<file path="src/rtl/bus_arbiter.sv">
// -----------------------------------------------------------------------------
// bus_arbiter
//   Shares one byte-wide memory port between a fetch requester (port F,
//   byte reads only) and a data requester (port D, byte/16-bit, read/write).
//   Each transfer is IDLE -> LO [-> HI] -> ACK; a wide access uses the byte at
//   the latched address and the next one (wrapping at the top of the 20-bit
//   space). Contention is resolved round-robin with a one-bit preference.
//
// Ports
//   clock, reset            : clock, asynchronous active-high reset
//   f_req/f_addr/f_ack      : port F request, byte address, completion pulse
//   d_req/d_addr/d_wide/d_we/d_wdata/d_ack
//                           : port D request, address, 16-bit flag, write flag,
//                             write data, completion pulse
//   rdata                   : read result, valid from the ack until next ack
//   address/data/out/wren   : memory byte address, read byte, write byte,
//                             write enable
// -----------------------------------------------------------------------------
module bus_arbiter (
  input  logic        clock,
  input  logic        reset,
  input  logic        f_req,
  input  logic [19:0] f_addr,
  output logic        f_ack,
  input  logic        d_req,
  input  logic [19:0] d_addr,
  input  logic        d_wide,
  input  logic        d_we,
  input  logic [15:0] d_wdata,
  output logic        d_ack,
  output logic [15:0] rdata,
  output logic [19:0] address,
  input  logic [7:0]  data,
  output logic [7:0]  out,
  output logic        wren
);

  typedef enum logic [1:0] {
    ST_IDLE = 2'd0,
    ST_LO   = 2'd1,
    ST_HI   = 2'd2,
    ST_ACK  = 2'd3
  } state_t;

  state_t      r_state;
  state_t      w_state_next;

  logic        r_pref_d;   // 1: port D preferred on contention, 0: port F
  logic        r_own_d;    // owner of the transfer in flight (1 = port D)
  logic [19:0] r_addr;
  logic        r_wide;
  logic        r_we;
  logic [15:0] r_wdata;
  logic [7:0]  r_lo_byte;  // low byte of a wide read, held until the HI byte arrives
  logic [15:0] r_rdata;

  logic        w_any_req;
  logic        w_grant_d;
  logic [19:0] w_addr_hi;

  // A lone requester always wins; on contention the preferred port wins.
  always_comb begin
    w_any_req = f_req | d_req;
    w_grant_d = d_req & (~f_req | r_pref_d);
  end

  // 20-bit add: 0xFFFFF + 1 wraps to 0x00000.
  assign w_addr_hi = r_addr + 20'd1;

  assign rdata = r_rdata;

  // State register
  always_ff @(posedge clock or posedge reset) begin
    if (reset) begin
      r_state <= ST_IDLE;
    end else begin
      r_state <= w_state_next;
    end
  end

  // Next state and bus outputs. Outputs decode directly from the state
  // register so an asynchronous reset drops wren/address in the same cycle.
  always_comb begin
    w_state_next = r_state;
    address      = 20'h00000;
    out          = 8'h00;
    wren         = 1'b0;
    f_ack        = 1'b0;
    d_ack        = 1'b0;
    case (r_state)
      ST_IDLE: begin
        if (w_any_req) begin
          w_state_next = ST_LO;
        end
      end
      ST_LO: begin
        address      = r_addr;
        out          = r_wdata[7:0];
        wren         = r_we;
        w_state_next = r_wide ? ST_HI : ST_ACK;
      end
      ST_HI: begin
        address      = w_addr_hi;
        out          = r_wdata[15:8];
        wren         = r_we;
        w_state_next = ST_ACK;
      end
      ST_ACK: begin
        // Requests are not looked at here; arbitration resumes in IDLE.
        f_ack        = ~r_own_d;
        d_ack        = r_own_d;
        w_state_next = ST_IDLE;
      end
      default: begin
        w_state_next = ST_IDLE;
      end
    endcase
  end

  // Request latch, arbitration pointer and read-data capture
  always_ff @(posedge clock or posedge reset) begin
    if (reset) begin
      r_pref_d  <= 1'b1;
      r_own_d   <= 1'b0;
      r_addr    <= 20'h00000;
      r_wide    <= 1'b0;
      r_we      <= 1'b0;
      r_wdata   <= 16'h0000;
      r_lo_byte <= 8'h00;
      r_rdata   <= 16'h0000;
    end else begin
      case (r_state)
        ST_IDLE: begin
          if (w_any_req) begin
            // Port F is forced to a byte read with no write data.
            r_own_d <= w_grant_d;
            r_addr  <= w_grant_d ? d_addr : f_addr;
            r_wide  <= w_grant_d & d_wide;
            r_we    <= w_grant_d & d_we;
            r_wdata <= w_grant_d ? d_wdata : 16'h0000;
            // After contention the pointer names the port that lost.
            if (f_req & d_req) begin
              r_pref_d <= ~w_grant_d;
            end
          end
        end
        ST_LO: begin
          if (!r_we) begin
            if (r_wide) begin
              // Stage the low byte so rdata keeps the previous result
              // until this transfer's ack.
              r_lo_byte <= data;
            end else begin
              r_rdata <= {8'h00, data};
            end
          end
        end
        ST_HI: begin
          if (!r_we) begin
            r_rdata <= {data, r_lo_byte};
          end
        end
        default: begin
        end
      endcase
    end
  end

endmodule

</file>
<file path="config.mk">
export PLATFORM = sky130hd
export DESIGN_NAME = bus_arbiter
export DESIGN_NICKNAME = d
export VERILOG_FILES = /design/src/rtl/bus_arbiter.sv
export SDC_FILE = /design/constraint.sdc
export NUM_CORES = 1
export LEC_CHECK = 0
export BUFFER_PORTS_ARGS = -buffer_cell sky130_fd_sc_hd__buf_2
export CAP_MARGIN = 10
export CELL_PAD_IN_SITES_DETAIL_PLACEMENT = 0
export CELL_PAD_IN_SITES_GLOBAL_PLACEMENT = 1
export CORE_AREA = 2 2 120 87
export CTS_CLUSTER_SIZE = 30
export DETAILED_ROUTE_END_ITERATION = 8
export DIE_AREA = 0 0 122 89
export HOLD_SLACK_MARGIN = 0.08
export PLACE_DENSITY = 0.83
export SLEW_MARGIN = 20
export SYNTH_ARGS = -nofsm -noshare
export SYNTH_HDL_FRONTEND = slang
export SYNTH_SLANG_ARGS = --single-unit
</file>
<file path="constraint.sdc">
create_clock -name clock -period 2.3 [get_ports clock]
set_input_delay 0.46 -clock clock [delete_from_list [all_inputs] [get_ports clock]]
set_output_delay 0.46 -clock clock [all_outputs]
set_load 0.01 [all_outputs]
</file>
==> flow_summary.html, run 1 <==
<table>
<tr><th>Metric</th><th>Value</th></tr>
<tr><th colspan="2">Setup path</th></tr>
<tr><td>Arrival time at the worst endpoint</td><td>2.11 ns</td></tr>
<tr><td>Setup crit end kind</td><td>primary output</td></tr>
<tr><td>Critical path capture point</td><td>address[6]</td></tr>
<tr><td>Critical path peak fanout</td><td>4</td></tr>
<tr><td>Reg2reg setup slack</td><td>0.18 ns</td></tr>
<tr><td>Crit path largest cell delay</td><td>0.39 ns</td></tr>
<tr><td>Kind of cell adding the most delay to the critical path</td><td>simple AND/OR/NAND/NOR gates</td></tr>
<tr><td>CP Launch Type</td><td>flip-flop</td></tr>
<tr><td>Worst reg2reg path endpoint</td><td>rdata[4]</td></tr>
<tr><td>Cell chain of the critical path</td><td>ha_2 &gt; buf_4 &gt; buf_6 &gt; and3_4 &gt; nand2_4 &gt; or3_4 &gt; a21boi_4 &gt; buf_2</td></tr>
<tr><td>Critical Setup Path Class</td><td>reg -&gt; out</td></tr>
<tr><td>Worst r2r path cells</td><td>7</td></tr>
<tr><td>Worst r2r src</td><td>r_state[1]</td></tr>
<tr><td>Logic depth of the worst setup path including buffers</td><td>8</td></tr>
<tr><td>Critical Path RT</td><td>roughly 1.8 ns</td></tr>
<tr><td>Number of buffer and inverter instances along the worst setup path</td><td>3</td></tr>
<tr><td>Source of the critical timing path</td><td>r_addr[0]</td></tr>
<tr><td>Critical-path top delay cell</td><td>sky130_fd_sc_hd__or3_4</td></tr>
<tr><th colspan="2">Place</th></tr>
<tr><td>Dpl hpwl</td><td>7110 um</td></tr>
<tr><td>PortBufs</td><td>116</td></tr>
<tr><td>DP Cell Count</td><td>625</td></tr>
<tr><td>Placed Area</td><td>0.00447 sq mm</td></tr>
<tr><td>Last weighted congestion value of the routability-driven placer</td><td>0.927</td></tr>
<tr><th colspan="2">Routing</th></tr>
<tr><td>Number of DRC markers in iteration 0</td><td>310</td></tr>
<tr><td>Routed wl met2</td><td>around 4800 um</td></tr>
<tr><td>Final routed DRC violation total</td><td>0</td></tr>
<tr><td>Length of routed wiring on met1</td><td>between 5000 and 6000 um</td></tr>
<tr><td>Aggregate routed wire length</td><td>10800 um</td></tr>
<tr><td>Final antenna-violating net count</td><td>0</td></tr>
<tr><td>Met3 routed wirelength</td><td>611 um</td></tr>
<tr><td>Vias/cell</td><td>between 5 and 6</td></tr>
<tr><td>Highest metal layer with signal wires</td><td>met4</td></tr>
<tr><td>Per-cell routed wire length</td><td>approximately 16 um</td></tr>
<tr><td>Vias</td><td>3510</td></tr>
<tr><td>Number of optimization iterations in the first detailed-route pass</td><td>5</td></tr>
<tr><th colspan="2">Layout</th></tr>
<tr><td>Number of nets in the finished design</td><td>between 600 and 700</td></tr>
<tr><td>Fillers</td><td>about 850</td></tr>
<tr><td>Share of post-route cells with drive strength above 1</td><td>0.434</td></tr>
<tr><td>Most common cell after layout, fill and taps aside</td><td>sky130_fd_sc_hd__buf_2</td></tr>
<tr><td>Final Instance Count excl. Fillers</td><td>662</td></tr>
<tr><td>Commonest cells after routing, fill and taps aside</td><td>sky130_fd_sc_hd__buf_2, sky130_fd_sc_hd__dfrtp_1, sky130_fd_sc_hd__nand2_1</td></tr>
<tr><td>Area growth, synth to finish</td><td>44.7%</td></tr>
<tr><td>Antenna Diode Count</td><td>0</td></tr>
<tr><td>Total non-filler cell area in the finished layout</td><td>0.00520 sq mm</td></tr>
<tr><th colspan="2">Logic synthesis</th></tr>
<tr><td>Number of warning messages in the yosys log</td><td>0</td></tr>
<tr><td>Main synth FF type</td><td>sky130_fd_sc_hd__dfrtp_1</td></tr>
<tr><td>Number of enable-type register cells in the synthesized netlist</td><td>0</td></tr>
<tr><td>Synthesized netlist net count</td><td>~450</td></tr>
<tr><td>Number of storage elements in the synthesis netlist</td><td>66</td></tr>
<tr><td>Fraction of the yosys area taken by sequential cells</td><td>0.459</td></tr>
<tr><td>Gate Count Post-Synth</td><td>approximately 380</td></tr>
<tr><td>Number of distinct library cells after synthesis</td><td>43</td></tr>
<tr><td>Syn_area_per_cell</td><td>roughly 9.5 sq um</td></tr>
<tr><td>Synthesized cell area</td><td>0.00360 sq mm</td></tr>
<tr><td>Synth async-reset ratio</td><td>1.00</td></tr>
<tr><th colspan="2">Floorplanning</th></tr>
<tr><td>Core ar.</td><td>0.00957 sq mm</td></tr>
<tr><td>X dimension of the die</td><td>122 um</td></tr>
<tr><td>Chip height</td><td>89 um</td></tr>
<tr><td>IO Pins</td><td>117</td></tr>
<tr><td>Floorplan die area</td><td>between 0.01 and 0.015 sq mm</td></tr>
<tr><td>Initial Util</td><td>0.376</td></tr>
<tr><td>Placement Rows</td><td>30</td></tr>
<tr><th colspan="2">Clocking</th></tr>
<tr><td>Clk pin slew, worst setup/hold paths</td><td>0.05 ns</td></tr>
<tr><td>Maximum count of clock buffers along a single path</td><td>2</td></tr>
<tr><td>Cell chosen for the clock root</td><td>sky130_fd_sc_hd__clkbuf_16</td></tr>
<tr><td>CTS tree</td><td>done</td></tr>
<tr><td>Later-pin clock latency in the skew report</td><td>roughly 0.33 ns</td></tr>
<tr><td>Clock sink total</td><td>66</td></tr>
<tr><td>TritonCTS buffer count</td><td>9</td></tr>
<tr><td>H-tree lvl count</td><td>3</td></tr>
<tr><th colspan="2">STA</th></tr>
<tr><td>Final Hold Fails</td><td>0</td></tr>
<tr><td>Fin crit share</td><td>1.12</td></tr>
<tr><td>Final setup violation count</td><td>14</td></tr>
<tr><td>Tmin final</td><td>roughly 2.6 ns</td></tr>
<tr><td>Slew Viols, Final</td><td>0</td></tr>
<tr><td>Setup repair after global routing missed its margin</td><td>yes</td></tr>
<tr><td>Worst-margin pin slew</td><td>about 0.66 ns</td></tr>
<tr><td>PnR worst setup slack</td><td>-0.271 ns</td></tr>
<tr><td>Clock tree skew after final layout</td><td>0.00652 ns</td></tr>
<tr><td>Worst hold-check slack</td><td>0.170 ns</td></tr>
<tr><td>Worst-case headroom to the max-slew limit</td><td>0.562</td></tr>
<tr><td>FMAX</td><td>between 300 and 400 MHz</td></tr>
<tr><th colspan="2">Power and ir drop</th></tr>
<tr><td>Switching part of the total</td><td>0.409</td></tr>
<tr><td>Leakage power of the design</td><td>2.59 nW</td></tr>
<tr><td>Seq pwr share</td><td>0.285</td></tr>
<tr><td>Internal power</td><td>0.00449 W</td></tr>
<tr><td>Power spent charging and discharging nets</td><td>0.00310 W</td></tr>
<tr><td>IR drop worst, VDD</td><td>slightly above 0.5 mV</td></tr>
<tr><td>Part of the power in the clock network</td><td>0.177</td></tr>
<tr><td>Part of the power in combinational logic</td><td>0.537</td></tr>
<tr><td>Pwr/cell area</td><td>1460 mW/mm^2</td></tr>
<tr><th colspan="2">GRT</th></tr>
<tr><td>Maximum number of pins on one net before global-route repair</td><td>46</td></tr>
<tr><td>Total congestion overflow</td><td>0</td></tr>
<tr><td>Total global-route track usage</td><td>0.201</td></tr>
<tr><td>Vias in the first global route</td><td>3344</td></tr>
<tr><td>First-pass GRT wire length</td><td>16800 um</td></tr>
<tr><td>Antenna violations before repair</td><td>0</td></tr>
<tr><th colspan="2">Run</th></tr>
<tr><td>Max-cap violations</td><td>0</td></tr>
<tr><th colspan="2">Outcome</th></tr>
<tr><td>Status</td><td>finished, violations left</td></tr>
<tr><td>Violated checks</td><td>setup timing</td></tr>
<tr><th colspan="2">Hold path</th></tr>
<tr><td>Min-Delay Path Class</td><td>in -&gt; async</td></tr>
</table>
[synthesized netlist by cell type (all sizes together), types with 2 or more instances]
| library cell | instances | area share |
|---|---|---|
| mux2i | 29 | 0.081 |
| a22o | 19 | 0.046 |
| clkbuf | 25 | 0.030 |
| and2 | 7 | 0.012 |
| or4 | 7 | 0.017 |
| nand3 | 20 | 0.028 |
| nor2b | 11 | 0.019 |
| a21boi | 4 | 0.0083 |
| buf | 3 | 0.0073 |
| a21o | 2 | 0.0042 |
| a21oi | 6 | 0.0083 |
| a31oi | 3 | 0.0052 |
| and4 | 2 | 0.0052 |
| o21ai | 49 | 0.068 |
| ha | 5 | 0.017 |
| or3 | 3 | 0.0056 |
| a22oi | 9 | 0.019 |
| nand4 | 8 | 0.016 |
| inv | 6 | 0.0063 |
| nand2 | 61 | 0.064 |
| nor4 | 2 | 0.0035 |
| a41oi | 3 | 0.0073 |
| nor2 | 5 | 0.0052 |
| dfrtp | 65 | 0.45 |
| mux2 | 8 | 0.025 |
| o211ai | 5 | 0.010 |
| and3 | 4 | 0.0070 |
[metrics by stage]
step                      setup slack [ns]  setup TNS (ns)  total power, W  utilization
after global routing                -0.320           -3.11         0.00813        0.544
after CTS                           -0.228           -1.28         0.00725        0.524
after floorplan                     0.0788               0         0.00418            -
final                               -0.271           -1.88         0.00758        0.544
after global placement              0.0706               0         0.00534        0.467
after detailed placement            0.0175               0         0.00544        0.467
[layer usage]
metal | GRT usage | up-vias
li1 | - | 1689
met1 | 0.279 | 1686
met2 | 0.309 | 121
met3 | 0.0446 | 14
met4 | 0.0731 | 0
met5 | 0 | -
[final cells by class]
type                    instances  area (sq um)  share of cell area
flip-flops and latches         66          1650               0.318
clock inverters                 7          70.1              0.0135
multi-input cells             281          2010               0.387
clock buffers                   9           225              0.0433
inverters                       6          25.0             0.00481
repair buffers                165          1060               0.203
well taps                     128           160              0.0308
[kinds of logic after synthesis]
kind of cell	share of synthesized area
and+or+nand+nor	0.188
adders and majority gates	0.0174
DFF	0.459
AOI/OAI and AO/OA	0.184
buffers and inverters	0.0431
xor gates and xnor gates	0.00244
muxes	0.106
[power by group through the flow]
| stage | Clock (W) | Combinational [W] | Sequential (W) |
|---|---|---|---|
| 2_1_floorplan | 0 | 0.00201 | 0.00217 |
| 3_3_place_gp | 0 | 0.00321 | 0.00213 |
| 3_5_place_dp | 0 | 0.00328 | 0.00216 |
| 4_1_cts | 0.00137 | 0.00373 | 0.00215 |
| 5_1_grt | 0.00143 | 0.00446 | 0.00224 |
| 6_report | 0.00135 | 0.00408 | 0.00216 |
[registers in the layout, summed over array words and instances, names as in the netlist]
name / flops
r_addr: 20
r_lo_byte: 8
r_own_d: 1
r_pref_d: 1
r_state: 2
r_wdata: 16
r_we: 1
r_wide: 1
rdata: 16
[how the worst min path moves through the flow]
stage                 end  slack [ns]
3_5_place_dp    rdata[10]        0.45
3_3_place_gp    rdata[10]        0.44
5_1_grt        r_addr[18]        0.20
4_1_cts        r_addr[18]        0.17
2_1_floorplan     r_own_d        0.46
6_report       r_addr[18]        0.17
[repair_timing]
action	4_1_cts	5_1_grt
endpoints found under the setup margin	19	23
pin swaps	18	22
resized for setup	49	35
gates cloned	2	0
hold buffers	0	0
setup buffers	12	7
No activity file was read; power rests on OpenSTA's default activity.
==> run 2: changes to the inputs <==
--- a/config.mk
+++ b/config.mk
@@ -5,16 +5,17 @@
 export SDC_FILE = /design/constraint.sdc
 export NUM_CORES = 1
 export LEC_CHECK = 0
+export ABC_AREA = 1
 export BUFFER_PORTS_ARGS = -buffer_cell sky130_fd_sc_hd__buf_2
 export CAP_MARGIN = 10
 export CELL_PAD_IN_SITES_DETAIL_PLACEMENT = 0
 export CELL_PAD_IN_SITES_GLOBAL_PLACEMENT = 1
-export CORE_AREA = 2 2 120 87
+export CORE_AREA = 2 2 125 90
 export CTS_CLUSTER_SIZE = 30
 export DETAILED_ROUTE_END_ITERATION = 8
-export DIE_AREA = 0 0 122 89
+export DIE_AREA = 0 0 127 92
 export HOLD_SLACK_MARGIN = 0.08
-export PLACE_DENSITY = 0.83
+export PLACE_DENSITY = 0.82
 export SLEW_MARGIN = 20
 export SYNTH_ARGS = -nofsm -noshare
 export SYNTH_HDL_FRONTEND = slang
==> run 2 against run 1 <==
Net effect: the run now ends clean; first-iteration DRC count decreased by 15%; sequential share of layout area grew 0.91 points; clock power up 12%.
==> flow_summary.html, run 2 <==
<table>
<tr><th>Metric</th><th>Value</th></tr>
<tr><th colspan="2">Outcome</th></tr>
<tr><td>Status</td><td>finished clean</td></tr>
<tr><th colspan="2">Logic synthesis</th></tr>
<tr><td>Largest area contributor in the synthesized netlist</td><td>sky130_fd_sc_hd__dfrtp_1</td></tr>
<tr><td>Number of storage elements in the synthesis netlist</td><td>66</td></tr>
<tr><td>Most frequent cells after synthesis</td><td>sky130_fd_sc_hd__nand2_1, sky130_fd_sc_hd__dfrtp_1, sky130_fd_sc_hd__inv_1</td></tr>
<tr><td>Gate Count Post-Synth</td><td>485</td></tr>
<tr><td>Number of warning messages in the yosys log</td><td>0</td></tr>
<tr><td>Synthesized netlist net count</td><td>560</td></tr>
<tr><td>Fraction of post-synthesis cell area in the top cell type by area</td><td>0.439</td></tr>
<tr><td>Synthesized cell area</td><td>0.00371 sq mm</td></tr>
<tr><td>Synth async-reset ratio</td><td>1.00</td></tr>
<tr><td>Main synth FF type</td><td>sky130_fd_sc_hd__dfrtp_1</td></tr>
<tr><td>Number of distinct library cells after synthesis</td><td>31</td></tr>
<tr><td>Fraction of the yosys area taken by sequential cells</td><td>0.446</td></tr>
<tr><td>Cell types with the largest area share after synthesis</td><td>sky130_fd_sc_hd__dfrtp_1, sky130_fd_sc_hd__nand2_1, sky130_fd_sc_hd__o21ai_0</td></tr>
<tr><td>Number of enable-type register cells in the synthesized netlist</td><td>0</td></tr>
<tr><td>Most common cell in the netlist</td><td>sky130_fd_sc_hd__nand2_1</td></tr>
<tr><td>Syn_area_per_cell</td><td>7.64 sq um</td></tr>
<tr><th colspan="2">Power and ir drop</th></tr>
<tr><td>Leakage power of the design</td><td>roughly 2.4 nW</td></tr>
<tr><td>IR drop worst, VDD</td><td>0.558 mV</td></tr>
<tr><td>Tot Pwr</td><td>~0.0074 W</td></tr>
<tr><td>Pwr/cell area</td><td>1460 mW/mm^2</td></tr>
<tr><th colspan="2">STA</th></tr>
<tr><td>Final setup violation count</td><td>0</td></tr>
<tr><td>Tmin final</td><td>2.27 ns</td></tr>
<tr><td>Clock tree skew after final layout</td><td>0.00212 ns</td></tr>
<tr><td>Slew Viols, Final</td><td>0</td></tr>
<tr><td>Worst-case headroom to the max-slew limit</td><td>0.570</td></tr>
<tr><td>Setup repair after global routing missed its margin</td><td>yes</td></tr>
<tr><td>Worst hold-check slack</td><td>around 0.14 ns</td></tr>
<tr><td>Final-layout setup total negative slack</td><td>0 ns</td></tr>
<tr><td>Final Hold Fails</td><td>0</td></tr>
<tr><td>FMAX</td><td>440 MHz</td></tr>
<tr><td>Worst-margin pin slew</td><td>0.644 ns</td></tr>
<tr><td>Fin crit share</td><td>0.988</td></tr>
<tr><th colspan="2">Routing</th></tr>
<tr><td>Per-cell routed wire length</td><td>14.3 um</td></tr>
<tr><td>Number of optimization iterations in the first detailed-route pass</td><td>4</td></tr>
<tr><td>Final antenna-violating net count</td><td>0</td></tr>
<tr><td>Vias</td><td>3766</td></tr>
<tr><td>Number of DRC markers in iteration 0</td><td>about 260</td></tr>
<tr><td>Final routed DRC violation total</td><td>0</td></tr>
<tr><td>Vias/cell</td><td>between 4 and 5</td></tr>
<tr><td>Aggregate routed wire length</td><td>10800 um</td></tr>
<tr><th colspan="2">Layout</th></tr>
<tr><td>Fillers</td><td>1043</td></tr>
<tr><td>Commonest cells after routing, fill and taps aside</td><td>sky130_fd_sc_hd__buf_2, sky130_fd_sc_hd__nand2_1, sky130_fd_sc_hd__dfrtp_1</td></tr>
<tr><td>Antenna Diode Count</td><td>0</td></tr>
<tr><td>Number of nets in the finished design</td><td>688</td></tr>
<tr><td>Reg with most FFs</td><td>r_addr</td></tr>
<tr><td>Final Instance Count excl. Fillers</td><td>754</td></tr>
<tr><td>Share of post-route cells with drive strength above 1</td><td>0.359</td></tr>
<tr><td>Largest register FFs</td><td>20</td></tr>
<tr><td>Fraction of the core area covered by cells at the end of the flow</td><td>0.477</td></tr>
<tr><td>Most common cell after layout, fill and taps aside</td><td>sky130_fd_sc_hd__buf_2</td></tr>
<tr><td>Area growth, synth to finish</td><td>37.1%</td></tr>
<tr><th colspan="2">Setup path</th></tr>
<tr><td>Critical path peak fanout</td><td>4</td></tr>
<tr><td>Number of buffer and inverter instances along the worst setup path</td><td>1</td></tr>
<tr><td>Arrival time at the worst endpoint</td><td>approximately 1.8 ns</td></tr>
<tr><td>Critical-path top delay cell</td><td>sky130_fd_sc_hd__dfrtp_1</td></tr>
<tr><td>Worst r2r src</td><td>r_state[0]</td></tr>
<tr><td>Cell chain of the critical path</td><td>ha_2 &gt; nand2_2 &gt; nor2_4 &gt; nand3_4 &gt; nor2_4 &gt; nand2_1 &gt; nand2_1 &gt; nand2_1 &gt; a21oi_2 &gt; buf_2</td></tr>
<tr><td>Source of the critical timing path</td><td>r_addr[1]</td></tr>
<tr><td>Kind of cell adding the most delay to the critical path</td><td>simple AND/OR/NAND/NOR gates</td></tr>
<tr><td>CP Launch Type</td><td>flip-flop</td></tr>
<tr><td>Critical Setup Path Class</td><td>reg -&gt; out</td></tr>
<tr><td>Most numerous cell on the critical path</td><td>sky130_fd_sc_hd__nand2_1</td></tr>
<tr><td>Critical Path RT</td><td>about 1.8 ns</td></tr>
<tr><td>Setup crit end kind</td><td>primary output</td></tr>
<tr><td>Crit path largest cell delay</td><td>0.38 ns</td></tr>
<tr><th colspan="2">GRT</th></tr>
<tr><td>First-pass GRT wire length</td><td>17200 um</td></tr>
<tr><td>Antenna violations before repair</td><td>0</td></tr>
<tr><td>Maximum number of pins on one net before global-route repair</td><td>41</td></tr>
<tr><td>Vias in the first global route</td><td>3456</td></tr>
<tr><td>Total global-route track usage</td><td>0.186</td></tr>
<tr><td>Total congestion overflow</td><td>0</td></tr>
<tr><th colspan="2">Clocking</th></tr>
<tr><td>Cell chosen for the clock root</td><td>sky130_fd_sc_hd__clkbuf_16</td></tr>
<tr><td>Count of hold-fix buffers inserted at cts</td><td>0</td></tr>
<tr><td>CTS tree</td><td>done</td></tr>
<tr><td>Later-pin clock latency in the skew report</td><td>0.34 ns</td></tr>
<tr><td>Maximum count of clock buffers along a single path</td><td>2</td></tr>
<tr><td>TritonCTS buffer count</td><td>9</td></tr>
<tr><td>Clock sink total</td><td>66</td></tr>
<tr><td>Clk pin slew, worst setup/hold paths</td><td>around 0.060 ns</td></tr>
<tr><td>H-tree lvl count</td><td>3</td></tr>
<tr><th colspan="2">Floorplanning</th></tr>
<tr><td>X dimension of the die</td><td>127 um</td></tr>
<tr><td>IO Pins</td><td>between 100 and 150</td></tr>
<tr><td>Core ar.</td><td>0.0107 sq mm</td></tr>
<tr><td>Chip height</td><td>92 um</td></tr>
<tr><td>Placement Rows</td><td>32</td></tr>
<tr><td>Initial Util</td><td>0.348</td></tr>
<tr><td>Floorplan die area</td><td>0.0117 sq mm</td></tr>
<tr><th colspan="2">Hold path</th></tr>
<tr><td>Min-Delay Path Class</td><td>in -&gt; async</td></tr>
<tr><th colspan="2">Place</th></tr>
<tr><td>PortBufs</td><td>around 120</td></tr>
<tr><td>Dpl hpwl</td><td>7750 um</td></tr>
<tr><td>Last weighted congestion value of the routability-driven placer</td><td>0.924</td></tr>
<tr><td>DP Cell Count</td><td>727</td></tr>
<tr><th colspan="2">Run</th></tr>
<tr><td>Max-cap violations</td><td>0</td></tr>
</table>
-- run 2: final cells by class --
type | instances | area (sq um) | share of cell area
clock buffers | 10 | 239 | 0.0470
clock inverters | 6 | 90.1 | 0.0177
inverters | 61 | 229 | 0.0451
multi-input cells | 330 | 1860 | 0.365
flip-flops and latches | 66 | 1660 | 0.327
well taps | 136 | 170 | 0.0335
repair buffers | 145 | 838 | 0.165
-- run 2: logic make-up (layout without fill, tap and decap cells) --
group,count (synthesis),in the layout,share of synthesized area
simple gates,198,198,0.230
compound gates,118,118,0.181
buf+inv,89,222,0.0985
flops,66,66,0.446
mux,9,9,0.0273
fa+ha+maj,5,5,0.0169
-- run 2: path summary, 6_finish.rpt --
path                       slack (ns)  cells after the start           to
setup reg to reg                 0.60                      7    rdata[10]
max in group asynchronous        1.76                      3     r_pref_d
hold reg to reg                  0.50                      2     r_pref_d
min in group clock               0.36                      3   r_wdata[6]
setup / recovery                 0.03                     10  address[18]
hold / removal                   0.14                      3   r_wdata[3]
-- run 2: through the flow --
stage | cell area (sq um) | setup WS [ns]
finish | 5080 | 0.0285
global route | 5080 | -0.101
CTS | 4900 | -0.0219
detailed placement | 4490 | 0.215
global placement | 4490 | 0.259
floorplan | 3710 | 0.187
-- run 2: power breakdown --
part	total, W	internal, W	switching, W
logic	0.00376	0.00149	0.00228
clock network	0.00151	0.000979	0.000531
registers	0.00216	0.00173	0.000426
-- run 2: per-layer routing --
layer / vias up / share of wire / global-route usage
met4: 0 / 0.011 / 0.0476
met2: 130 / 0.42 / 0.265
met5: - / 0 / 0
met1: 1759 / 0.49 / 0.275
li1: 1865 / - / -
met3: 12 / 0.071 / 0.0572
-- run 2: repair_timing --
action                     CTS  global route
gates resized for setup     17            32
setup endpoints to repair   17            26
buffers inserted             3             8
pin swaps                    1            12
-- run 2: worst min-delay path, stage by stage --
cell and delay, ns:
sky130_fd_sc_hd__buf_2 0.10, sky130_fd_sc_hd__inv_2 0.07, sky130_fd_sc_hd__buf_12 0.22
==> run 3: changes to the inputs <==
--- a/config.mk
+++ b/config.mk
@@ -16,6 +16,7 @@
 export DIE_AREA = 0 0 127 92
 export HOLD_SLACK_MARGIN = 0.08
 export PLACE_DENSITY = 0.82
+export REMOVE_ABC_BUFFERS = 1
 export SLEW_MARGIN = 20
 export SYNTH_ARGS = -nofsm -noshare
 export SYNTH_HDL_FRONTEND = slang
==> run 3 against run 2 <==
Net effect: core utilization down 0.98 points; flip-flop and latch count is the same; via count fell by 3.2%; combinational power fell by 1%; clock-buffer cell count increased by 2; global-route usage fell by 0.21 points; fmax up 0.14%; clock power fell by 13%; wire length decreased by 1.8%; critical endpoint unchanged; largest power group unchanged; highest routed layer is now met5.
==> flow_summary.html, run 3 (synthesis results as in run 2) <==
<table>
<tr><th>Metric</th><th>Value</th></tr>
<tr><th colspan="2">Clocking</th></tr>
<tr><td>Maximum count of clock buffers along a single path</td><td>2</td></tr>
<tr><td>Later-pin clock latency in the skew report</td><td>0.33 ns</td></tr>
<tr><td>TritonCTS buffer count</td><td>9</td></tr>
<tr><td>Clk pin slew, worst setup/hold paths</td><td>0.05 ns</td></tr>
<tr><td>Cell chosen for the clock root</td><td>sky130_fd_sc_hd__clkbuf_16</td></tr>
<tr><td>CTS tree</td><td>done</td></tr>
<tr><td>Clock sink total</td><td>66</td></tr>
<tr><td>H-tree lvl count</td><td>3</td></tr>
<tr><th colspan="2">Routing</th></tr>
<tr><td>Final antenna-violating net count</td><td>0</td></tr>
<tr><td>Vias/cell</td><td>4.87</td></tr>
<tr><td>Aggregate routed wire length</td><td>around 11000 um</td></tr>
<tr><td>Final routed DRC violation total</td><td>0</td></tr>
<tr><td>Per-cell routed wire length</td><td>14.2 um</td></tr>
<tr><td>Number of DRC markers in iteration 0</td><td>194</td></tr>
<tr><td>Number of optimization iterations in the first detailed-route pass</td><td>4</td></tr>
<tr><td>Vias</td><td>3644</td></tr>
<tr><th colspan="2">Layout</th></tr>
<tr><td>Final Instance Count excl. Fillers</td><td>~750</td></tr>
<tr><td>Total non-filler cell area in the finished layout</td><td>roughly 0.0050 sq mm</td></tr>
<tr><td>Largest register FFs</td><td>20</td></tr>
<tr><td>Area growth, synth to finish</td><td>34.3%</td></tr>
<tr><td>Antenna Diode Count</td><td>0</td></tr>
<tr><td>Fillers</td><td>1081</td></tr>
<tr><td>Number of nets in the finished design</td><td>683</td></tr>
<tr><td>Share of post-route cells with drive strength above 1</td><td>0.331</td></tr>
<tr><td>Most common cell after layout, fill and taps aside</td><td>sky130_fd_sc_hd__buf_2</td></tr>
<tr><td>Commonest cells after routing, fill and taps aside</td><td>sky130_fd_sc_hd__buf_2, sky130_fd_sc_hd__nand2_1, sky130_fd_sc_hd__dfrtp_1</td></tr>
<tr><td>Reg with most FFs</td><td>r_addr</td></tr>
<tr><th colspan="2">Setup path</th></tr>
<tr><td>Critical Path RT</td><td>roughly 1.8 ns</td></tr>
<tr><td>Critical Setup Path Class</td><td>reg -&gt; out</td></tr>
<tr><td>CP Launch Type</td><td>flip-flop</td></tr>
<tr><td>Crit path largest cell delay</td><td>around 0.38 ns</td></tr>
<tr><td>Critical-path top delay cell</td><td>sky130_fd_sc_hd__dfrtp_1</td></tr>
<tr><td>Setup crit end kind</td><td>primary output</td></tr>
<tr><td>Cell chain of the critical path</td><td>ha_2 &gt; nand2_2 &gt; nor2_4 &gt; nand3_4 &gt; nor2_4 &gt; nand2_1 &gt; nand2_1 &gt; nand2_1 &gt; a21oi_2 &gt; buf_2</td></tr>
<tr><td>Number of buffer and inverter instances along the worst setup path</td><td>1</td></tr>
<tr><td>Arrival time at the worst endpoint</td><td>1.81 ns</td></tr>
<tr><td>Worst r2r src</td><td>r_state[0]</td></tr>
<tr><td>Kind of cell adding the most delay to the critical path</td><td>simple AND/OR/NAND/NOR gates</td></tr>
<tr><td>Critical path peak fanout</td><td>4</td></tr>
<tr><td>Reg2reg setup slack</td><td>between 0.5 and 0.6 ns</td></tr>
<tr><td>Worst r2r path cells</td><td>7</td></tr>
<tr><td>Most numerous cell on the critical path</td><td>sky130_fd_sc_hd__nand2_1</td></tr>
<tr><td>Worst reg2reg path endpoint</td><td>r_addr[19]</td></tr>
<tr><th colspan="2">GRT</th></tr>
<tr><td>Vias in the first global route</td><td>between 3000 and 4000</td></tr>
<tr><td>Total congestion overflow</td><td>0</td></tr>
<tr><td>First-pass GRT wire length</td><td>17100 um</td></tr>
<tr><td>Maximum number of pins on one net before global-route repair</td><td>50</td></tr>
<tr><td>Total global-route track usage</td><td>0.184</td></tr>
<tr><td>Antenna violations before repair</td><td>1</td></tr>
<tr><th colspan="2">STA</th></tr>
<tr><td>Clock tree skew after final layout</td><td>between 0.004 and 0.005 ns</td></tr>
<tr><td>Worst-margin pin slew</td><td>approximately 0.64 ns</td></tr>
<tr><td>Setup repair after global routing missed its margin</td><td>yes</td></tr>
<tr><td>Tmin final</td><td>2.27 ns</td></tr>
<tr><td>PnR worst setup slack</td><td>0.0316 ns</td></tr>
<tr><td>Final setup violation count</td><td>0</td></tr>
<tr><td>Final Hold Fails</td><td>0</td></tr>
<tr><td>Fin crit share</td><td>0.986</td></tr>
<tr><td>Slew Viols, Final</td><td>0</td></tr>
<tr><td>Worst hold-check slack</td><td>0.137 ns</td></tr>
<tr><td>Worst-case headroom to the max-slew limit</td><td>0.573</td></tr>
<tr><td>FMAX</td><td>441 MHz</td></tr>
<tr><th colspan="2">Place</th></tr>
<tr><td>Placed Area</td><td>0.00447 sq mm</td></tr>
<tr><td>Dpl hpwl</td><td>around 7300 um</td></tr>
<tr><td>DP Cell Count</td><td>721</td></tr>
<tr><td>Last weighted congestion value of the routability-driven placer</td><td>0.870</td></tr>
<tr><td>PortBufs</td><td>approximately 120</td></tr>
<tr><td>Placement-stage worst setup slack</td><td>0.268 ns</td></tr>
<tr><th colspan="2">Floorplanning</th></tr>
<tr><td>IO Pins</td><td>117</td></tr>
<tr><td>Floorplan die area</td><td>approximately 0.012 sq mm</td></tr>
<tr><td>Initial Util</td><td>0.348</td></tr>
<tr><td>X dimension of the die</td><td>127 um</td></tr>
<tr><td>Core ar.</td><td>0.0107 sq mm</td></tr>
<tr><td>Chip height</td><td>92 um</td></tr>
<tr><td>Placement Rows</td><td>32</td></tr>
<tr><th colspan="2">Power and ir drop</th></tr>
<tr><td>IR drop worst, VDD</td><td>0.629 mV</td></tr>
<tr><td>Tot Pwr</td><td>0.00717 W</td></tr>
<tr><td>Pwr/cell area</td><td>1440 mW/mm^2</td></tr>
<tr><td>Leakage power of the design</td><td>2.37 nW</td></tr>
<tr><th colspan="2">Run</th></tr>
<tr><td>Max-cap violations</td><td>0</td></tr>
<tr><th colspan="2">Hold path</th></tr>
<tr><td>Min-Delay Path Class</td><td>in -&gt; async</td></tr>
<tr><th colspan="2">Outcome</th></tr>
<tr><td>Status</td><td>finished clean</td></tr>
</table>
-- run 3: cell types whose count changed in the layout (fill, tap and decap cells not counted), sizes merged --
cell	before	now
buf	145	139
clkbuf	10	13
bufinv	2	0
clkinv	3	2
clkinvlp	1	2
-- run 3: worst reg2reg max path, cell delays in order (launching register included) --
cell                      delay (ns)
sky130_fd_sc_hd__dfrtp_2        0.45
sky130_fd_sc_hd__inv_4          0.11
sky130_fd_sc_hd__ha_4           0.14
sky130_fd_sc_hd__inv_1          0.06
sky130_fd_sc_hd__a21oi_4        0.31
sky130_fd_sc_hd__buf_12         0.26
sky130_fd_sc_hd__o21ai_0        0.15
sky130_fd_sc_hd__o22ai_1        0.14
-- run 3: per-layer routing --
layer,wire length [um],vias to the layer above,global-route usage
met5,13,-,0
met4,60,2,0.0449
met3,713,10,0.0601
met2,4480,114,0.271
met1,5340,1666,0.263
li1,-,1852,-
-- run 3: power breakdown --
group	switching [W]	total, W	leakage (nW)	internal, W
Combinational	0.00220	0.00371	1.42	0.00151
Clock	0.000506	0.00132	0.141	0.000813
Sequential	0.000421	0.00215	0.808	0.00173
Total	0.00313	0.00717	2.37	0.00405
-- run 3: metrics by stage --
stage	utilization	setup TNS, ns
global route	0.467	-0.635
global placement	0.420	0
CTS	0.456	0
detailed placement	0.420	0
floorplan	-	-11.80
finish	0.467	0
-- run 3: worst max-delay path by stage --
stage,from,end,slack [ns],cells past startpoint
final,r_addr[1],address[18],0.03,10
after global routing,r_addr[1],address[18],-0.10,10
after CTS,r_state[0],address[13],0.0001,7
after detailed placement,r_addr[1],address[12],0.27,10
after global placement,r_addr[1],address[12],0.31,10
after floorplan,r_state[0],r_own_d,-0.39,5
-- run 3: layout make-up --
cell class | count | area, sq um | share of cell area
clock inverters | 4 | 25.0 | 0.00503
well taps | 136 | 170 | 0.0342
multi-input cells | 330 | 1790 | 0.360
clock buffers | 12 | 267 | 0.0535
flip-flops and latches | 66 | 1660 | 0.333
inverters | 61 | 234 | 0.0470
repair buffers | 140 | 836 | 0.168
-- run 3: timing repair --
action,4_1_cts,5_1_grt
resized for setup,9,21
hold buffers,0,0
endpoints found under the hold margin,0,0
gates cloned,0,1
pin swaps,1,6
setup buffers,8,3
endpoints found under the setup margin,12,24
